--- src/rtl/citadel_pkg.sv ---
// Shared register map, bit positions and helpers for the citadel_io MMIO block.
// Offsets are relative to BASE_ADDR; channel registers repeat every 0x10 from 0x10.
package citadel_pkg;

    localparam logic [7:0]  PANIC_MAGIC_DEFAULT = 8'h42;

    localparam logic [15:0] OFF_PANIC   = 16'h0000;
    localparam logic [15:0] OFF_GSTAT   = 16'h0004;
    localparam logic [3:0]  OFF_DATA    = 4'h0;
    localparam logic [3:0]  OFF_STAT    = 4'h4;
    localparam logic [3:0]  OFF_CTRL    = 4'h8;

    localparam int unsigned STAT_RX_NONEMPTY = 32'd0;
    localparam int unsigned STAT_TX_FULL     = 32'd1;
    localparam int unsigned STAT_TX_EMPTY    = 32'd2;
    localparam int unsigned STAT_RX_OVF      = 32'd3;
    localparam int unsigned STAT_TX_OVF      = 32'd4;
    localparam int unsigned STAT_RX_CNT_LSB  = 32'd8;
    localparam int unsigned STAT_TX_CNT_LSB  = 32'd16;

    localparam int unsigned GSTAT_RECOVERY   = 32'd0;
    localparam int unsigned GSTAT_UNMAPPED   = 32'd1;

    localparam int unsigned CTRL_RX_EN       = 32'd0;
    localparam int unsigned CTRL_TX_EN       = 32'd1;
    localparam int unsigned CTRL_RX_FLUSH    = 32'd2;
    localparam int unsigned CTRL_TX_FLUSH    = 32'd3;

    typedef enum logic [2:0] {
        REG_PANIC    = 3'd0,
        REG_GSTAT    = 3'd1,
        REG_DATA     = 3'd2,
        REG_STAT     = 3'd3,
        REG_CTRL     = 3'd4,
        REG_UNMAPPED = 3'd5
    } reg_sel_e;

    // Counts of a 256-deep FIFO need 9 bits; the STAT field saturates.
    function automatic logic [7:0] cnt8(input logic [8:0] n);
        return (n > 9'd255) ? 8'hFF : n[7:0];
    endfunction

    function automatic logic [31:0] stat_pack(input logic rx_ne, input logic tx_full,
                                              input logic tx_empty, input logic rx_ovf,
                                              input logic tx_ovf, input logic [8:0] rx_cnt,
                                              input logic [8:0] tx_cnt);
        logic [31:0] w;
        w = 32'd0;
        w[STAT_RX_NONEMPTY]         = rx_ne;
        w[STAT_TX_FULL]             = tx_full;
        w[STAT_TX_EMPTY]            = tx_empty;
        w[STAT_RX_OVF]              = rx_ovf;
        w[STAT_TX_OVF]              = tx_ovf;
        w[STAT_RX_CNT_LSB +: 8]     = cnt8(rx_cnt);
        w[STAT_TX_CNT_LSB +: 8]     = cnt8(tx_cnt);
        return w;
    endfunction

endpackage

--- src/rtl/citadel_fifo.sv ---
// Power-of-two synchronous FIFO with flush. Flush beats push/pop; a push into a
// full FIFO is only taken when a pop happens in the same cycle.
module citadel_fifo #(
    parameter int WIDTH = 32'd8,
    parameter int DEPTH = 32'd8
) (
    input  logic             clk,
    input  logic             rst_n,
    input  logic             push,
    input  logic             pop,
    input  logic             flush,
    input  logic [WIDTH-1:0] wdata,
    output logic [WIDTH-1:0] rdata,
    output logic             full,
    output logic             empty,
    output logic [$clog2(DEPTH):0] count
);

    localparam int AW = $clog2(DEPTH);
    localparam int CW = AW + 1;
    localparam logic [CW-1:0] DEPTH_C = CW'(DEPTH);

    logic [WIDTH-1:0] mem_q [DEPTH];
    logic [AW-1:0]    wr_ptr_q, rd_ptr_q;
    logic [CW-1:0]    count_q, count_d;
    logic             push_s, pop_s;

    assign full  = (count_q == DEPTH_C);
    assign empty = (count_q == {CW{1'b0}});
    assign count = count_q;
    assign rdata = mem_q[rd_ptr_q];

    // Effective push/pop after flush priority and full/empty qualification.
    always_comb begin
        pop_s   = pop && !empty && !flush;
        push_s  = push && !flush && (!full || pop_s);
        count_d = count_q;
        if (flush) begin
            count_d = {CW{1'b0}};
        end else begin
            case ({push_s, pop_s})
                2'b10:   count_d = count_q + CW'(1);
                2'b01:   count_d = count_q - CW'(1);
                default: count_d = count_q;
            endcase
        end
    end

    // Pointer and occupancy registers.
    always_ff @(posedge clk or negedge rst_n) begin
        if (!rst_n) begin
            wr_ptr_q <= {AW{1'b0}};
            rd_ptr_q <= {AW{1'b0}};
            count_q  <= {CW{1'b0}};
        end else begin
            count_q <= count_d;
            if (flush) begin
                wr_ptr_q <= {AW{1'b0}};
                rd_ptr_q <= {AW{1'b0}};
            end else begin
                if (push_s) wr_ptr_q <= wr_ptr_q + AW'(1);
                if (pop_s)  rd_ptr_q <= rd_ptr_q + AW'(1);
            end
        end
    end

    // Storage array; contents are don't-care while empty.
    always_ff @(posedge clk) begin
        if (push_s) mem_q[wr_ptr_q] <= wdata;
    end

endmodule

--- src/rtl/citadel_io.sv ---
// Memory-mapped byte-channel I/O block with per-channel RX/TX FIFOs and a sticky
// panic latch that silences the channels but keeps the bus responding.
module citadel_io
    import citadel_pkg::*;
#(
    parameter logic [31:0] BASE_ADDR   = 32'h0100_0000,
    parameter int          N_CH        = 32'd2,
    parameter int          FIFO_DEPTH  = 32'd8,
    parameter logic [7:0]  PANIC_MAGIC = PANIC_MAGIC_DEFAULT
) (
    input  logic                r_clk,
    input  logic                rst_n,
    input  logic                mem_valid,
    output logic                mem_ready,
    input  logic [31:0]         mem_addr,
    input  logic [31:0]         mem_wdata,
    input  logic [3:0]          mem_wstrb,
    output logic [31:0]         mem_rdata,
    output logic [8*N_CH-1:0]   tx_data,
    output logic [N_CH-1:0]     tx_valid,
    input  logic [N_CH-1:0]     tx_ready,
    input  logic [8*N_CH-1:0]   rx_data,
    input  logic [N_CH-1:0]     rx_valid,
    output logic [N_CH-1:0]     rx_ack,
    output logic                panic,
    input  logic                recovery
);

    localparam int CW = $clog2(FIFO_DEPTH) + 1;
    localparam logic [11:0] N_CH_W = 12'(N_CH);

    logic            mem_ready_q, panic_q, unm_q;
    logic [31:0]     mem_rdata_q, rdata_d;
    logic [N_CH-1:0] rx_ack_q, rx_en_q, tx_en_q, rx_ovf_q, tx_ovf_q;
    logic [N_CH-1:0] rx_en_d, tx_en_d, rx_ovf_d, tx_ovf_d;

    logic            hit_s, accept_s, wr_s, ch_ok_s;
    logic            panic_set_s, unm_set_s, unm_clr_s;
    logic [11:0]     chn_s;
    reg_sel_e        reg_s;
    logic [N_CH-1:0] sel_s, rx_acc_s, rx_pop_s, rx_flush_s, tx_push_s, tx_pop_s, tx_flush_s;
    logic [N_CH-1:0] tx_valid_s;

    logic            rx_full_s [N_CH];
    logic            rx_empty_s [N_CH];
    logic            tx_full_s [N_CH];
    logic            tx_empty_s [N_CH];
    logic [7:0]      rx_head_s [N_CH];
    logic [7:0]      tx_head_s [N_CH];
    logic [CW-1:0]   rx_cnt_s [N_CH];
    logic [CW-1:0]   tx_cnt_s [N_CH];
    logic            unused_s;

    assign unused_s = ^{mem_wdata[31:8], BASE_ADDR[15:0]};

    // A request is taken only on a cycle where no response is being presented.
    assign hit_s    = (mem_addr[31:16] == BASE_ADDR[31:16]);
    assign accept_s = mem_valid && !mem_ready_q && hit_s;
    assign wr_s     = (mem_wstrb != 4'b0000);
    assign chn_s    = mem_addr[15:4] - 12'd1;
    assign ch_ok_s  = (mem_addr[15:4] != 12'd0) && (chn_s < N_CH_W);

    // Register select within the window.
    always_comb begin
        reg_s = REG_UNMAPPED;
        if (mem_addr[15:0] == OFF_PANIC) begin
            reg_s = REG_PANIC;
        end else if (mem_addr[15:0] == OFF_GSTAT) begin
            reg_s = REG_GSTAT;
        end else if (ch_ok_s) begin
            case (mem_addr[3:0])
                OFF_DATA: reg_s = REG_DATA;
                OFF_STAT: reg_s = REG_STAT;
                OFF_CTRL: reg_s = REG_CTRL;
                default:  reg_s = REG_UNMAPPED;
            endcase
        end else begin
            reg_s = REG_UNMAPPED;
        end
    end

    // Bus side effects, read mux and per-channel flow control.
    always_comb begin
        rdata_d     = 32'd0;
        panic_set_s = 1'b0;
        unm_set_s   = 1'b0;
        unm_clr_s   = 1'b0;
        sel_s       = '0;
        rx_acc_s    = '0;
        rx_pop_s    = '0;
        rx_flush_s  = '0;
        tx_push_s   = '0;
        tx_pop_s    = '0;
        tx_flush_s  = '0;
        tx_valid_s  = '0;
        rx_en_d     = rx_en_q;
        tx_en_d     = tx_en_q;
        rx_ovf_d    = rx_ovf_q;
        tx_ovf_d    = tx_ovf_q;
        if (accept_s) begin
            case (reg_s)
                REG_PANIC: begin
                    rdata_d     = {31'd0, panic_q};
                    panic_set_s = wr_s && mem_wstrb[0] && (mem_wdata[7:0] == PANIC_MAGIC);
                end
                REG_GSTAT: begin
                    rdata_d   = {30'd0, unm_q, recovery};
                    unm_clr_s = wr_s && mem_wstrb[0] && mem_wdata[GSTAT_UNMAPPED];
                end
                REG_UNMAPPED: unm_set_s = 1'b1;
                default: ;
            endcase
        end else begin
            rdata_d = 32'd0;
        end
        for (int c = 32'd0; c < N_CH; c++) begin
            sel_s[c]      = accept_s && ch_ok_s && (chn_s == 12'(c));
            tx_valid_s[c] = !tx_empty_s[c] && tx_en_q[c] && !panic_q;
            tx_pop_s[c]   = tx_valid_s[c] && tx_ready[c];
            rx_acc_s[c]   = rx_valid[c] && !rx_ack_q[c] && rx_en_q[c] && !panic_q;
            if (sel_s[c]) begin
                case (reg_s)
                    REG_DATA: begin
                        if (wr_s) begin
                            tx_push_s[c] = mem_wstrb[0];
                        end else begin
                            rx_pop_s[c] = !rx_empty_s[c];
                            rdata_d     = rx_empty_s[c] ? 32'd0 : {23'd0, 1'b1, rx_head_s[c]};
                        end
                    end
                    REG_STAT: begin
                        if (!wr_s) begin
                            rdata_d = stat_pack(!rx_empty_s[c], tx_full_s[c], tx_empty_s[c],
                                                rx_ovf_q[c], tx_ovf_q[c],
                                                9'(rx_cnt_s[c]), 9'(tx_cnt_s[c]));
                        end else if (mem_wstrb[0]) begin
                            rx_ovf_d[c] = rx_ovf_q[c] && !mem_wdata[STAT_RX_OVF];
                            tx_ovf_d[c] = tx_ovf_q[c] && !mem_wdata[STAT_TX_OVF];
                        end else begin
                            rdata_d = 32'd0;
                        end
                    end
                    REG_CTRL: begin
                        if (!wr_s) begin
                            rdata_d = {30'd0, tx_en_q[c], rx_en_q[c]};
                        end else if (mem_wstrb[0]) begin
                            rx_en_d[c]    = mem_wdata[CTRL_RX_EN];
                            tx_en_d[c]    = mem_wdata[CTRL_TX_EN];
                            rx_flush_s[c] = mem_wdata[CTRL_RX_FLUSH];
                            tx_flush_s[c] = mem_wdata[CTRL_TX_FLUSH];
                        end else begin
                            rdata_d = 32'd0;
                        end
                    end
                    default: ;
                endcase
            end
            // Overflow set is evaluated after the W1C so a same-cycle event is not lost.
            if (rx_acc_s[c] && rx_full_s[c] && !rx_pop_s[c] && !rx_flush_s[c]) rx_ovf_d[c] = 1'b1;
            if (tx_push_s[c] && tx_full_s[c] && !tx_pop_s[c] && !tx_flush_s[c]) tx_ovf_d[c] = 1'b1;
        end
    end

    // Bus response, sticky flags and channel control state.
    always_ff @(posedge r_clk or negedge rst_n) begin
        if (!rst_n) begin
            mem_ready_q <= 1'b0;
            mem_rdata_q <= 32'd0;
            panic_q     <= 1'b0;
            unm_q       <= 1'b0;
            rx_ack_q    <= '0;
            rx_en_q     <= '1;
            tx_en_q     <= '1;
            rx_ovf_q    <= '0;
            tx_ovf_q    <= '0;
        end else begin
            mem_ready_q <= accept_s;
            mem_rdata_q <= (accept_s && !wr_s) ? rdata_d : 32'd0;
            panic_q     <= panic_q || panic_set_s;
            unm_q       <= unm_set_s || (unm_q && !unm_clr_s);
            rx_ack_q    <= rx_acc_s;
            rx_en_q     <= rx_en_d;
            tx_en_q     <= tx_en_d;
            rx_ovf_q    <= rx_ovf_d;
            tx_ovf_q    <= tx_ovf_d;
        end
    end

    for (genvar g = 0; g < N_CH; g++) begin : g_ch
        citadel_fifo #(.WIDTH(32'd8), .DEPTH(FIFO_DEPTH)) u_rx_fifo (
            .clk   (r_clk),
            .rst_n (rst_n),
            .push  (rx_acc_s[g]),
            .pop   (rx_pop_s[g]),
            .flush (rx_flush_s[g]),
            .wdata (rx_data[g*8 +: 8]),
            .rdata (rx_head_s[g]),
            .full  (rx_full_s[g]),
            .empty (rx_empty_s[g]),
            .count (rx_cnt_s[g])
        );
        citadel_fifo #(.WIDTH(32'd8), .DEPTH(FIFO_DEPTH)) u_tx_fifo (
            .clk   (r_clk),
            .rst_n (rst_n),
            .push  (tx_push_s[g]),
            .pop   (tx_pop_s[g]),
            .flush (tx_flush_s[g]),
            .wdata (mem_wdata[7:0]),
            .rdata (tx_head_s[g]),
            .full  (tx_full_s[g]),
            .empty (tx_empty_s[g]),
            .count (tx_cnt_s[g])
        );
        assign tx_data[g*8 +: 8] = tx_empty_s[g] ? 8'h00 : tx_head_s[g];
    end

    assign mem_ready = mem_ready_q;
    assign mem_rdata = mem_rdata_q;
    assign tx_valid  = tx_valid_s;
    assign rx_ack    = rx_ack_q;
    assign panic     = panic_q;

endmodule

--- config.mk ---
export PLATFORM = sky130hd
export DESIGN_NAME = citadel_io
export DESIGN_NICKNAME = d
export VERILOG_FILES = /design/src/rtl/citadel_pkg.sv /design/src/rtl/citadel_fifo.sv /design/src/rtl/citadel_io.sv
export SDC_FILE = /design/constraint.sdc
export NUM_CORES = 1
export LEC_CHECK = 0
export CORE_MARGIN = 2
export CORE_UTILIZATION = 30
export CTS_CLUSTER_SIZE = 40
export DETAILED_ROUTE_END_ITERATION = 12
export SETUP_SLACK_MARGIN = 0.3
export SLEW_MARGIN = 10
export SYNTH_ARGS = -nofsm -noshare
export SYNTH_HDL_FRONTEND = slang
export SYNTH_SLANG_ARGS = --single-unit
--- constraint.sdc ---
create_clock -name r_clk -period 4.2 [get_ports r_clk]
set_clock_uncertainty 0.1 [all_clocks]
set_input_delay 1.05 -clock r_clk [delete_from_list [all_inputs] [get_ports r_clk]]
set_output_delay 1.05 -clock r_clk [all_outputs]
set_load 0.01 [all_outputs]
Word-level counts from Yosys, hierarchy flattened
Memory sizes are Yosys's and may differ from the RTL's.
Cells that the tools add are included.

storage, ports and cells
  register bits = 85
  latch bits = 0
  memory bits (writable) = 256
  ROM bits = 0
  input port bits = 92
  output and inout bits = 54
  logic and storage cells = 300
  memories kept = 4

cells by class
  add/subtract/negate cells = 17
  multiply operators = 0
  div/mod/pow operators = 0
  $lt $le $gt $ge = 1
  equality and inequality tests = 23
  shift-type cells = 0
  mux-type cells = 101
  bitwise operators = 0
  reduce and logical (&&, ||, !) cells = 129

memory list
  name                     words  width  read ports  clocked after Yosys merged registers in  write ports  line                source
  g_ch[0].u_rx_fifo.mem_q  8      8      1           0                                        1            citadel_fifo.sv:23  logic [WIDTH-1:0] mem_q [DEPTH];
  g_ch[0].u_tx_fifo.mem_q  8      8      1           0                                        1            citadel_fifo.sv:23
  g_ch[1].u_rx_fifo.mem_q  8      8      1           0                                        1            citadel_fifo.sv:23
  g_ch[1].u_tx_fifo.mem_q  8      8      1           0                                        1            citadel_fifo.sv:23

operators with widths
  operator             number
  $mux 32              12
  $pmux 32 s3          2
  $mux 3               19
  $logic_and 1x1->1    55
  $mux 1               54
  $reduce_bool 2->1    24
  $pmux 4 s2           4
  $add 3x1->3 const B  8
  $logic_not 1->1      24
  $reduce_and 4->1     6
  $eq 4x4->1 const B   5
  $logic_not 4->1      5
  $mux 9               2
  $add 4x1->4 const B  4
  $eq 16x3->1 const B  1
  $eq 16x9->1 const B  1
  $logic_not 16->1     1
  $mux 4               4
  $mux 8               2
  $sub 4x1->4 const B  4
  $eq 12x1->1 const B  1
  $logic_not 12->1     1
  $lt 12x2->1 const B  1
  $reduce_bool 12->1   1
  other kinds (14)     30

Logic depth before layout (Yosys ltp)
Gate-level depths: netlist of the first run.

  depth in word-level cells = 18
  mapped depth = 17
  mapped depth without buffers = 16

Hierarchy
Synthesis of the first run repeated with hierarchy kept, for this count alone.

unflattened totals
  cell total of the unflattened synthesis = 945
  area total of the unflattened synthesis = 15117.0 um2

modules (own cells, without submodules)
  module        instances  cells an instance  area an instance (um2)  seq. area each (um2)
  citadel_fifo  4          170                3184.3                  2172.1
  citadel_io    1          265                2379.8                  730.7

Worst setup path after synthesis of the first run
Ideal clock, no wire load.

  kind = input -> register
  start = input port mem_addr[4]
  end = register g_ch[0].u_tx_fifo.count_q[3]
  data arrival time = 3978 ps
  required time = 3961 ps
  slack = -17 ps
  stages on the path = 17
  cell sequence = inv_1 > ha_1 > nor2b_1 > nor3_1 > o2111a_1 > buf_2 > nand2_1 > nor3_2 > nor2_1 > ha_1 > ha_1 > a21o_1 > a21oi_1 > xor2_1 > nor2_1 > xnor2_1 > nor2_1

on the way
  cells in the longest elaborated chain, start to end = 16

ends and longest elaborated chain
  element                                   line                                    source
  from (decl)                               citadel_io.sv:15                        input logic [31:0] mem_addr,
  $sub 12x1->12                             citadel_io.sv:60                        assign chn_s = mem_addr[15:4] - 12'd1;
  $lt 12x2->1                               citadel_io.sv:61                        assign ch_ok_s = (mem_addr[15:4] != 12'd0) && (chn_s < N_CH_W);
  $logic_and 1x1->1                         citadel_io.sv:61
  $mux 3                                    citadel_io.sv:70                        end else if (ch_ok_s) begin
  $mux 3                                    citadel_io.sv:68                        end else if (mem_addr[15:0] == OFF_GSTAT) begin
  $mux 3                                    citadel_io.sv:66                        if (mem_addr[15:0] == OFF_PANIC) begin
  $eq 3x3->1                                citadel_io.sv:122                       case (reg_s)
  $mux 1                                    citadel_io.sv:122
  $mux 1                                    citadel_io.sv:121                       if (sel_s[c]) begin
  $logic_not 1->1                           citadel_fifo.sv:35, citadel_fifo.sv:36
  $logic_and 1x1->1                         citadel_fifo.sv:35                      pop_s = pop && !empty && !flush;
  $logic_or 1x1->1                          citadel_fifo.sv:36                      push_s = push && !flush && (!full || pop_s);
  $logic_and 1x1->1                         citadel_fifo.sv:36
  $eq 2x1->1 or $eq 2x2->1 (tied branches)  citadel_fifo.sv:41                      case ({push_s, pop_s})
  $pmux 4 s2                                citadel_fifo.sv:41
  $mux 4                                    citadel_fifo.sv:38                      if (flush) begin
  to (signal assigned)                      citadel_fifo.sv:54                      count_q <= {CW{1'b0}};
  to (signal assigned)                      citadel_fifo.sv:56                      count_q <= count_d;
  to (decl)                                 citadel_fifo.sv:25                      logic [CW-1:0] count_q, count_d;

Several ways; a longest one is shown, not always the timed one.
A chain may end at the register's enable or synchronous reset.

Worst setup path in the final report of the first run
  start = input port mem_addr[19]
  end = register g_ch[0].u_rx_fifo.count_q[3]

on the way
  cells in the longest elaborated chain, start to end = 12

ends and longest elaborated chain
  element                                               line                                    source
  $eq 16x9->1 (*)                                       citadel_io.sv:57                        assign hit_s = (mem_addr[31:16] == BASE_ADDR[31:16]);
  $logic_and 1x1->1 (*)                                 citadel_io.sv:58                        assign accept_s = mem_valid && !mem_ready_q && hit_s;
  $logic_and 1x1->1 (*) (2 in a row)                    citadel_io.sv:117                       sel_s[c] = accept_s && ch_ok_s && (chn_s == 12'(c));
  $mux 1                                                citadel_io.sv:121
  $logic_and 1x1->1 or $logic_not 1->1 (tied branches)  citadel_fifo.sv:35, citadel_fifo.sv:36
  $logic_and 1x1->1                                     citadel_fifo.sv:35
  $logic_or 1x1->1                                      citadel_fifo.sv:36
  $logic_and 1x1->1                                     citadel_fifo.sv:36
  $eq 2x1->1 or $eq 2x2->1 (tied branches)              citadel_fifo.sv:41
  $pmux 4 s2                                            citadel_fifo.sv:41
  $mux 4                                                citadel_fifo.sv:38
  to (signal assigned)                                  citadel_fifo.sv:54
  to (signal assigned)                                  citadel_fifo.sv:56
  to (decl)                                             citadel_fifo.sv:25

Every way passes the cells marked *; elsewhere a longest branch is shown, timed or not.

==> results.yml, run 1 <==
die:
  start_util: 0.3038
  die_x_um: 223.6
  die-area_mm2: 0.05001
  core_area_mm2: 0.04765
  ios: 146
  fp-row-count: 80
  fp.dieH_um: 223.6
detailed_routing:
  avgRoutedWirePerCell_um: 19.70
  dr.pass1.iters: 5
  drt_iter0_drc: 708
  via_count: 8974
  routed_wl_um: 35720
  avgViaCountPerCell: 4.950
  drc: 0
  postRouteAntennaNets: 0
global_routing:
  grt_max_degree: 70
  grt_pass1_vias: 9011
  grt_pass1_wl_um: 54100
  grt.overflow.total: 0
  antenna_found_initial: 0
  grt_util_all_layers: 0.1432
clock_tree:
  ctsHoldBuffers: 0
  clk_latency_ns: 0.52
  cts_root_buf: "clkbuf_16"
  cts_tree: "done"
  cts_buffer_depth: 3
  htreeDepth: 2
  path_clk_slew_ns: 0.06
  cts_buffers: 35
  cts.sinks: 325
setup_path:
  cpLargestDelayFamily: "simple AND/OR/NAND/NOR gates"
  critPathMaxStageDelay_ns: 0.41
  rr_startpoint: "g_ch[0].u_rx_fifo.count[1]"
  worst-path-stages: 15
  arrival_ns: 4.13
  required_ns: 4.54
  cp_slowest_cell: "clkdlybuf4s50_1"
  r2r_cells: 12
  reg2reg_slack_ns: 1.07
  start_kind: "input pin"
  rr_endpoint: "g_ch[0].u_rx_fifo.count[3]"
  crit_path_end_kind: "flip-flop"
  path_cells: "clkdlybuf4s50_1, nor4_2, buf_4, and4b_2, buf_6, nand4_4, o31ai_4, nand3_4, ha_4, ha_1, a21o_1, a21oi_2, xor2_1, or3_1, a21oi_1"
  crit_path_max_fanout: 4
  crit_buf_inv: 3
  critical_path_class: "in -> reg"
timing:
  finalSetupViolCount: 0
  clock.fmax_ghz: 0.2636
  tightestPinTransition_ns: 0.9208
  rsz0062_at_grt: "no"
  relSlewSlack: 0.3861
  period_minus_slack_ns: 3.794
  slew_viol_final: 0
  hold_viol_final: 0
  finalHoldWorstSlack_ns: 0.4179
  period_share: 0.9033
pwr:
  p_sw_w: 0.001318
  pwr_density_cell_mw_per_mm2: 357.0
  peakVddDrop_uv: 195.9
  power_frac_comb: 0.032
  cellLeakagePower_nw: 6.595
  internal_power_w: 0.005315
  seqPwrFrac: 0.524
  pwr-share-clk: 0.444
  power_w: 0.006634
  power.switching_fraction: 0.1987
layout:
  diodes: 0
  area_delta_synth_final_pct: 28.37
  finalNetCount: 1292
  layoutNonFillerInstCount: 1813
  drive_gt1_frac: 0.2721
  layout_common_cells: "edfxtp_1 (256), buf_4 (143), clkdlybuf4s50_1 (92), nor2_1 (82), dfrtp_1 (65)"
  final_common_cell: "edfxtp_1"
job:
  drv_cap: 0
synth:
  synthArstFlopShare: 0.2123
  netlist_area_mm2: 0.01447
  synth_edf_count: 256
  yosysWarnings: 0
  synthFlopType: "edfxtp_1"
  netlist_instances: 926
  ys_seq_elements: 325
  synth.distinct_cells: 75
  synth_area_per_cell_um2: 15.63
  synth_seq_area_share: 0.6508
outcome:
  status: "completed"
place:
  place_inst: 1745
  gp_congestion: 0.9050
  portBuffers: 105
  dp_hpwl_um: 25130
worst_hold_path:
  hold_class: "reg -> reg"
  hp-start: "tx_ovf_q[1]"
  min_to: "tx_ovf_q[1]"
  hold-path-cell-count: 2
logic make-up (layout without fill, tap and decap cells):
| logic type | after synthesis | after routing | synth area share |
|---|---|---|---|
| muxes | 112 | 112 | 0.1334 |
| AOI/OAI and AO/OA | 94 | 94 | 0.04842 |
| xor gates and xnor gates | 24 | 24 | 0.01452 |
| other | 1 | 16 | 0.0002591 |
| adders and majority gates | 27 | 27 | 0.02542 |
| buffers and inverters | 72 | 329 | 0.02360 |
| DFF | 325 | 325 | 0.6508 |
| and+or+nand+nor | 271 | 271 | 0.1036 |
stage by stage:
step	setup WS (ns)	instance area, um^2	setup TNS (ns)	util
floorplan	0.2881	14640	0	-
global placement	-0.3461	17250	-1.507	0.3619
detailed placement	-0.3563	17250	-1.961	0.3619
CTS	0.3109	18350	0	0.3851
global route	0.2760	18580	0	0.3899
finish	0.4060	18580	0	0.3899
power by group through the flow:
stage | Combinational, W | Sequential [W] | Clock, W
floorplan | 0.0000512 | 0.00354 | 0
global placement | 0.000202 | 0.00354 | 0
detailed placement | 0.000207 | 0.00354 | 0
CTS | 0.000208 | 0.00347 | 0.00303
global route | 0.000227 | 0.00347 | 0.00316
finish | 0.000211 | 0.00348 | 0.00295
flip-flops by register name (all words and copies together), names as in the netlist:
signal,flops
g_ch.u_rx_fifo.count,8
g_ch.u_rx_fifo.mem_q,128
g_ch.u_rx_fifo.rd_ptr_q,6
g_ch.u_rx_fifo.wr_ptr_q,6
g_ch.u_tx_fifo.count,8
g_ch.u_tx_fifo.mem_q,128
g_ch.u_tx_fifo.rd_ptr_q,6
g_ch.u_tx_fifo.wr_ptr_q,6
mem_rdata,16
mem_ready,1
panic,1
rx_ack,2
rx_en_q,2
rx_ovf_q,2
tx_en_q,2
tx_ovf_q,2
unm_q,1
worst max path at each step:
stage,end,slack (ns),from
2_1_floorplan,g_ch[1].u_rx_fifo.count[3],0.29,mem_addr[7]
4_1_cts,g_ch[1].u_tx_fifo.count[3],0.31,mem_addr[5]
5_1_grt,g_ch[0].u_tx_fifo.count[3],0.28,mem_addr[19]
3_5_place_dp,g_ch[1].u_tx_fifo.count[3],-0.36,mem_addr[6]
3_3_place_gp,g_ch[1].u_tx_fifo.count[3],-0.35,mem_addr[7]
6_report,g_ch[0].u_rx_fifo.count[3],0.41,mem_addr[19]
repair_timing:
action,CTS,global route
buffers inserted,0,6
endpoints found under the setup margin,5,9
pin swaps,2,21
resized for setup,7,41
routing by layer:
metal  part of all wire  GRT usage
met1               0.46     0.2049
met2               0.47     0.2247
met3              0.058    0.02781
met4              0.018    0.03548
met5                  0          0
worst register-to-register path: stages (launching register included):
cell and delay (ns):
dfrtp_1 0.47, or4_1 0.63, and3_4 0.24, nand4_4 0.10, buf_4 0.16, nor3_4 0.05
ha_4 0.17, ha_1 0.28, a21o_1 0.19, a21oi_2 0.15, xor2_1 0.08, or3_1 0.30
a21oi_1 0.14
area by class of cell:
type                    count  area (um^2)
repair buffers            251         2195
inverters                  16        65.06
well taps                 615        769.5
clock buffers              49        980.9
flip-flops and latches    325         9419
multi-input cells         544         5041
fillers                  4437        29070
clock inverters            13        108.9
cells in the mapped netlist, types with 18 or more instances:
master,number,share of area
nor4_1,24,0.010
a21oi_1,21,0.0073
mux2i_1,41,0.028
nand2_1,40,0.010
ha_1,23,0.020
dfrtp_1,65,0.11
mux4_2,64,0.10
clkbuf_1,21,0.0054
nor3_1,20,0.0069
nor2_1,83,0.022
edfxtp_1,256,0.53
nand3_1,22,0.0076
o21ai_0,18,0.0062
No activity file was read; power rests on OpenSTA's default activity.
==> run 2, diff against run 1 <==
PLACE_DENSITY = 0.49   (was default)
==> run 2 against run 1 <==
  * Setup slack got worse by 0.012 ns
  * Sequential share of layout area fell by 0.21 points
  * Hold slack gained 0.012 ns
  * Critical path depth is 1 higher
  * Global-route usage increased by 0.72 points
  * Clock power rose by 8.5%
  * Cell count grew 0.55%
  * Maximum frequency down 0.30%
==> results.yml, run 2 (same netlist as run 1, synthesis figures left out) <==
layout:
  layout_common_cells: "edfxtp_1 (256), buf_4 (150), clkdlybuf4s50_1 (98), nor2_1 (83), mux4_2 (64)"
  fin_util: 0.3918
  area_delta_synth_final_pct: 28.97
  drive_gt1_frac: 0.2806
  final_common_cell: "edfxtp_1"
  diodes: 0
  layoutNonFillerInstCount: 1823
  finalNetCount: 1301
detailed_routing:
  drt_iter0_drc: 600
  routed_wl_um: 37290
  avgRoutedWirePerCell_um: 20.45
  postRouteAntennaNets: 0
  via_count: 8902
  dr.pass1.iters: 5
  drc: 0
  avgViaCountPerCell: 4.883
pwr:
  power.switching_fraction: 0.2009
  p_sw_w: 0.001384
  pwr_density_cell_mw_per_mm2: 369.0
  pwr-share-clk: 0.465
  seqPwrFrac: 0.504
  power_frac_comb: 0.031
  cellLeakagePower_nw: 6.635
  internal_power_w: 0.005504
  peakVddDrop_uv: 244.7
clock_tree:
  ctsHoldBuffers: 0
  cts_buffers: 37
  cts_tree: "done"
  path_clk_slew_ns: 0.06
  cts.sinks: 325
  htreeDepth: 2
  cts_buffer_depth: 3
  cts_root_buf: "clkbuf_16"
  clk_latency_ns: 0.54
worst_hold_path:
  hold_class: "reg -> reg"
timing:
  period_minus_slack_ns: 3.806
  setup-tns-final_ns: 0
  relSlewSlack: 0.3539
  finalSetupViolCount: 0
  clock.fmax_ghz: 0.2628
  rsz0062_at_grt: "yes"
  period_share: 0.9061
  hold_viol_final: 0
  tightestPinTransition_ns: 0.9691
  slew_viol_final: 0
  finalHoldWorstSlack_ns: 0.4296
setup_path:
  critPathMaxStageDelay_ns: 0.45
  crit_buf_inv: 3
  crit_top_cell: "nor2_1"
  cpLargestDelayFamily: "simple AND/OR/NAND/NOR gates"
  cp_slowest_cell: "clkdlybuf4s50_1"
  path_cells: "clkdlybuf4s50_1, nor4_2, buf_4, and3_4, o2111ai_2, or3_4, clkinv_4, o211ai_4, ha_4, ha_1, a21o_1, a21oi_2, xor2_1, nor2_1, xnor2_1, nor2_1"
  arrival_ns: 4.13
  crit_path_max_fanout: 4
  critical_path_class: "in -> reg"
  required_ns: 4.52
  start_kind: "input pin"
  crit_path_end_kind: "flip-flop"
place:
  portBuffers: 105
  dp_hpwl_um: 26120
  place_inst: 1755
  gp_congestion: 0.8531
global_routing:
  antenna_found_initial: 0
  grt_max_degree: 70
  grt_pass1_vias: 9105
  grt_util_all_layers: 0.1504
  grt_pass1_wl_um: 56070
  grt.overflow.total: 0
job:
  drv_cap: 0
die:
  fp-row-count: 80
  die_x_um: 223.6
  ios: 146
  die-area_mm2: 0.05001
  core_area_mm2: 0.04765
  fp.dieH_um: 223.6
  start_util: 0.3038
outcome:
  status: "completed"
run 2: cell types whose count changed in the layout (fill, tap and decap cells not counted), moves of 3 or more:
cell,change
buf_4,+7
clkbuf_8,+7
clkinv_1,-7
clkdlybuf4s50_1,+6
dlymetal6s2s_1,-6
ha_1,+4
clkbuf_1,-3
clkbuf_16,+3
dfrtp_1,-3
dfrtp_2,+3
ha_4,-3
run 2: power by group through the flow:
stage / Sequential [W] / Combinational [W] / Clock [W]
CTS: 0.00347 / 0.000209 / 0.00330
finish: 0.00347 / 0.000212 / 0.00320
global placement: 0.00354 / 0.000205 / 0
detailed placement: 0.00354 / 0.000209 / 0
floorplan: 0.00354 / 0.0000512 / 0
global route: 0.00347 / 0.000229 / 0.00342
run 2: worst paths after layout:
path	from	to	slack [ns]	cells past startpoint
max reg2reg	g_ch[0].u_rx_fifo.count[1]	g_ch[0].u_rx_fifo.count[3]	0.93	13
min	rx_ovf_q[0]	rx_ovf_q[0]	0.43	2
max in group asynchronous	rst_n	g_ch[0].u_tx_fifo.rd_ptr_q[0]	2.76	1
min in group asynchronous	rst_n	mem_rdata[11]	0.51	1
max	mem_addr[11]	g_ch[1].u_rx_fifo.count[3]	0.39	16
min reg2reg	rx_ovf_q[0]	rx_ovf_q[0]	0.43	2
run 2: layout make-up:
cell class / count / area [um^2]
timing repair buffer: 258 / 2228
sequential: 325 / 9423
fill: 4438 / 28980
tap: 615 / 769.5
inverter: 16 / 65.06
multi-input combinational: 544 / 4961
clock inverter: 9 / 77.57
clock buffer: 56 / 1141
run 2: tightest hold or removal path, stage by stage (launching register included):
cell     delay [ns]
dfrtp_1        0.34
o21ai_0        0.09
o31ai_1        0.07
run 2: routing by layer:
| layer | up-vias | part of all wire | wire length (um) | global-route usage |
|---|---|---|---|---|
| met5 | - | 0 | 0 | 0 |
| met4 | 0 | 0.021 | 772 | 0.03935 |
| met3 | 56 | 0.054 | 2022 | 0.03305 |
| met2 | 245 | 0.46 | 16990 | 0.2326 |
| met1 | 4478 | 0.47 | 17500 | 0.2146 |
| li1 | 4123 | - | - | - |
run 2: repair_timing:
action	4_1_cts	5_1_grt
setup buffers	0	3
gates resized for setup	10	22
setup endpoints to repair	12	12
pin swaps	1	13
run 2: per-stage QoR:
step | setup WS [ns] | cell area [um^2] | total power (W)
2_1_floorplan | 0.2881 | 14640 | 0.003593
3_3_place_gp | -0.3091 | 17320 | 0.003746
3_5_place_dp | -0.3350 | 17320 | 0.003749
4_1_cts | 0.2886 | 18560 | 0.006979
5_1_grt | 0.2560 | 18670 | 0.007122
6_report | 0.3944 | 18670 | 0.006888
==> run 3, diff against run 2 <==
CTS_CLUSTER_DIAMETER = 50   (was default)
MAX_ROUTING_LAYER = met4   (was default)
TNS_END_PERCENT = 50   (was default)
==> run 3 against run 2 <==
  * Clock power grew 17%
  * Register-to-register slack is essentially flat
  * Flip-flop and latch count is the same
  * Design area grew 1.6%
  * Cell count grew 0.44%
  * Hold slack gained 0.00060 ns
  * Sequential power is essentially flat
  * Power grew 7.6%
  * Combinational power is essentially flat
  * Utilization grew 0.62 points
  * Global-route usage grew 0.48 points
  * Largest cell class unchanged
==> results.yml, run 3 (same netlist as run 1, synthesis figures left out) <==
outcome:
  status: "completed"
layout:
  area_delta_synth_final_pct: 31.00
  diodes: 0
  final_common_cell: "edfxtp_1"
  layout_common_cells: "edfxtp_1 (256), buf_4 (150), clkdlybuf4s50_1 (98), nor2_1 (83), mux4_2 (64)"
  drive_gt1_frac: 0.2928
  finalNetCount: 1305
  fin_util: 0.3979
  design_area_mm2: 0.01896
setup_path:
  critPathLaunch: "mem_addr[11]"
  critical_path_class: "in -> reg"
  cp_slowest_cell: "clkdlybuf4s50_1"
  required_ns: 4.54
  arrival_ns: 4.14
  crit_top_cell: "nor2_1"
  critPathMaxStageDelay_ns: 0.45
  crit_path_max_fanout: 4
  crit_buf_inv: 3
  rr_startpoint: "g_ch[0].u_rx_fifo.count[1]"
  crit_path_end_kind: "flip-flop"
  path_cells: "clkdlybuf4s50_1, nor4_2, buf_4, and3_2, o2111ai_2, or3_4, clkinv_4, o211ai_4, ha_4, ha_1, a21o_1, a21oi_2, xor2_1, nor2_1, xnor2_1, nor2_1"
  start_kind: "input pin"
  cpLargestDelayFamily: "simple AND/OR/NAND/NOR gates"
place:
  dp_hpwl_um: 26120
  portBuffers: 105
  place_area_mm2: 0.01732
  gp_congestion: 0.8683
detailed_routing:
  postRouteAntennaNets: 0
  dr.pass1.iters: 5
  via_count: 8906
  drc: 0
  routed_wl_um: 37140
  avgViaCountPerCell: 4.864
  avgRoutedWirePerCell_um: 20.28
  drt_iter0_drc: 621
worst_hold_path:
  hp-start: "rx_ovf_q[0]"
  hold_class: "reg -> reg"
clock_tree:
  ctsHoldBuffers: 0
  htreeDepth: 2
  path_clk_slew_ns: 0.06
  cts_tree: "done"
  cts_root_buf: "clkbuf_16"
  cts_buffers: 40
  clk_latency_ns: 0.56
  cts_buffer_depth: 3
  cts.sinks: 325
global_routing:
  grt_util_all_layers: 0.1552
  grt.overflow.total: 0
  grt_pass1_wl_um: 56260
  antenna_found_initial: 0
  grt_pass1_vias: 9184
  grt_max_degree: 70
pwr:
  peakVddDrop_uv: 244.2
  cellLeakagePower_nw: 6.787
  pwr_density_cell_mw_per_mm2: 391.1
  power_w: 0.007414
timing:
  tightestPinTransition_ns: 0.9812
  finalSetupViolCount: 0
  slew_viol_final: 0
  period_share: 0.9067
  clock.fmax_ghz: 0.2626
  period_minus_slack_ns: 3.808
  hold_viol_final: 0
  rsz0062_at_grt: "yes"
  setup-tns-final_ns: 0
  relSlewSlack: 0.3458
  finalHoldWorstSlack_ns: 0.4302
die:
  fp-row-count: 80
  die-area_mm2: 0.05001
  fp.dieH_um: 223.6
  die_x_um: 223.6
  ios: 146
  core_area_mm2: 0.04765
  start_util: 0.3038
job:
  drv_cap: 0
==> run 3: final cells by class <==
cell class	instances	area, um^2
Fill cell	4420	28690
Sequential cell	325	9422
Multi-Input combinational cell	544	4974
Timing Repair Buffer	259	2256
Clock buffer	44	1069
Tap cell	615	769.5
Clock inverter	28	405.4
Inverter	16	65.06
==> run 3: repair_timing <==
| action | 4_1_cts | 5_1_grt |
|---|---|---|
| setup endpoints to repair | 11 | 15 |
| buffers inserted | 0 | 4 |
| gates resized for setup | 2 | 31 |
| pin swaps | 0 | 11 |
| gates cloned | 0 | 0 |
==> run 3: final timing paths <==
path                                                 end  slack (ns)  cells after the start
min in group asynchronous                      rx_ack[1]        0.52                      1
max                           g_ch[1].u_rx_fifo.count[3]        0.39                     16
min                                          rx_ovf_q[0]        0.43                      2
max in group asynchronous  g_ch[1].u_tx_fifo.rd_ptr_q[0]        2.77                      1
min reg2reg                                  rx_ovf_q[0]        0.43                      2
max reg2reg                   g_ch[0].u_rx_fifo.count[3]        0.92                     13
==> run 3: through the flow <==
step	worst slack [ns]	instances
3_5_place_dp	-0.3350	1755
3_3_place_gp	-0.3091	1755
2_1_floorplan	0.2881	941
6_report	0.3919	1831
4_1_cts	0.2662	1827
5_1_grt	0.2353	1831
==> run 3: worst reg2reg max path, delay by kind of cell (launching register included) <==
| kind | cells | cell delay (ns) |
|---|---|---|
| simple gates | 5 | 1.33 |
| compound gates | 3 | 0.48 |
| flops | 1 | 0.47 |
| buf+inv | 2 | 0.32 |
| xor+xnor | 1 | 0.08 |
| fa+ha+maj | 2 | 0.43 |
==> run 3: layer usage <==
metal	global-route usage	vias up	wire length, um
met5	-	-	0
li1	-	4160	-
met1	0.2172	4451	17340
met2	0.2331	244	17070
met4	0.04645	0	817
met3	0.02531	51	1908
==> run 3: where the power goes <==
part | total, W | internal (W) | switching, W
clock network | 0.00373 | 0.00219 | 0.00154
logic | 0.000214 | 0.0000952 | 0.000119
registers | 0.00347 | 0.00347 | 0.00000000354
total | 0.00741 | 0.00576 | 0.00166
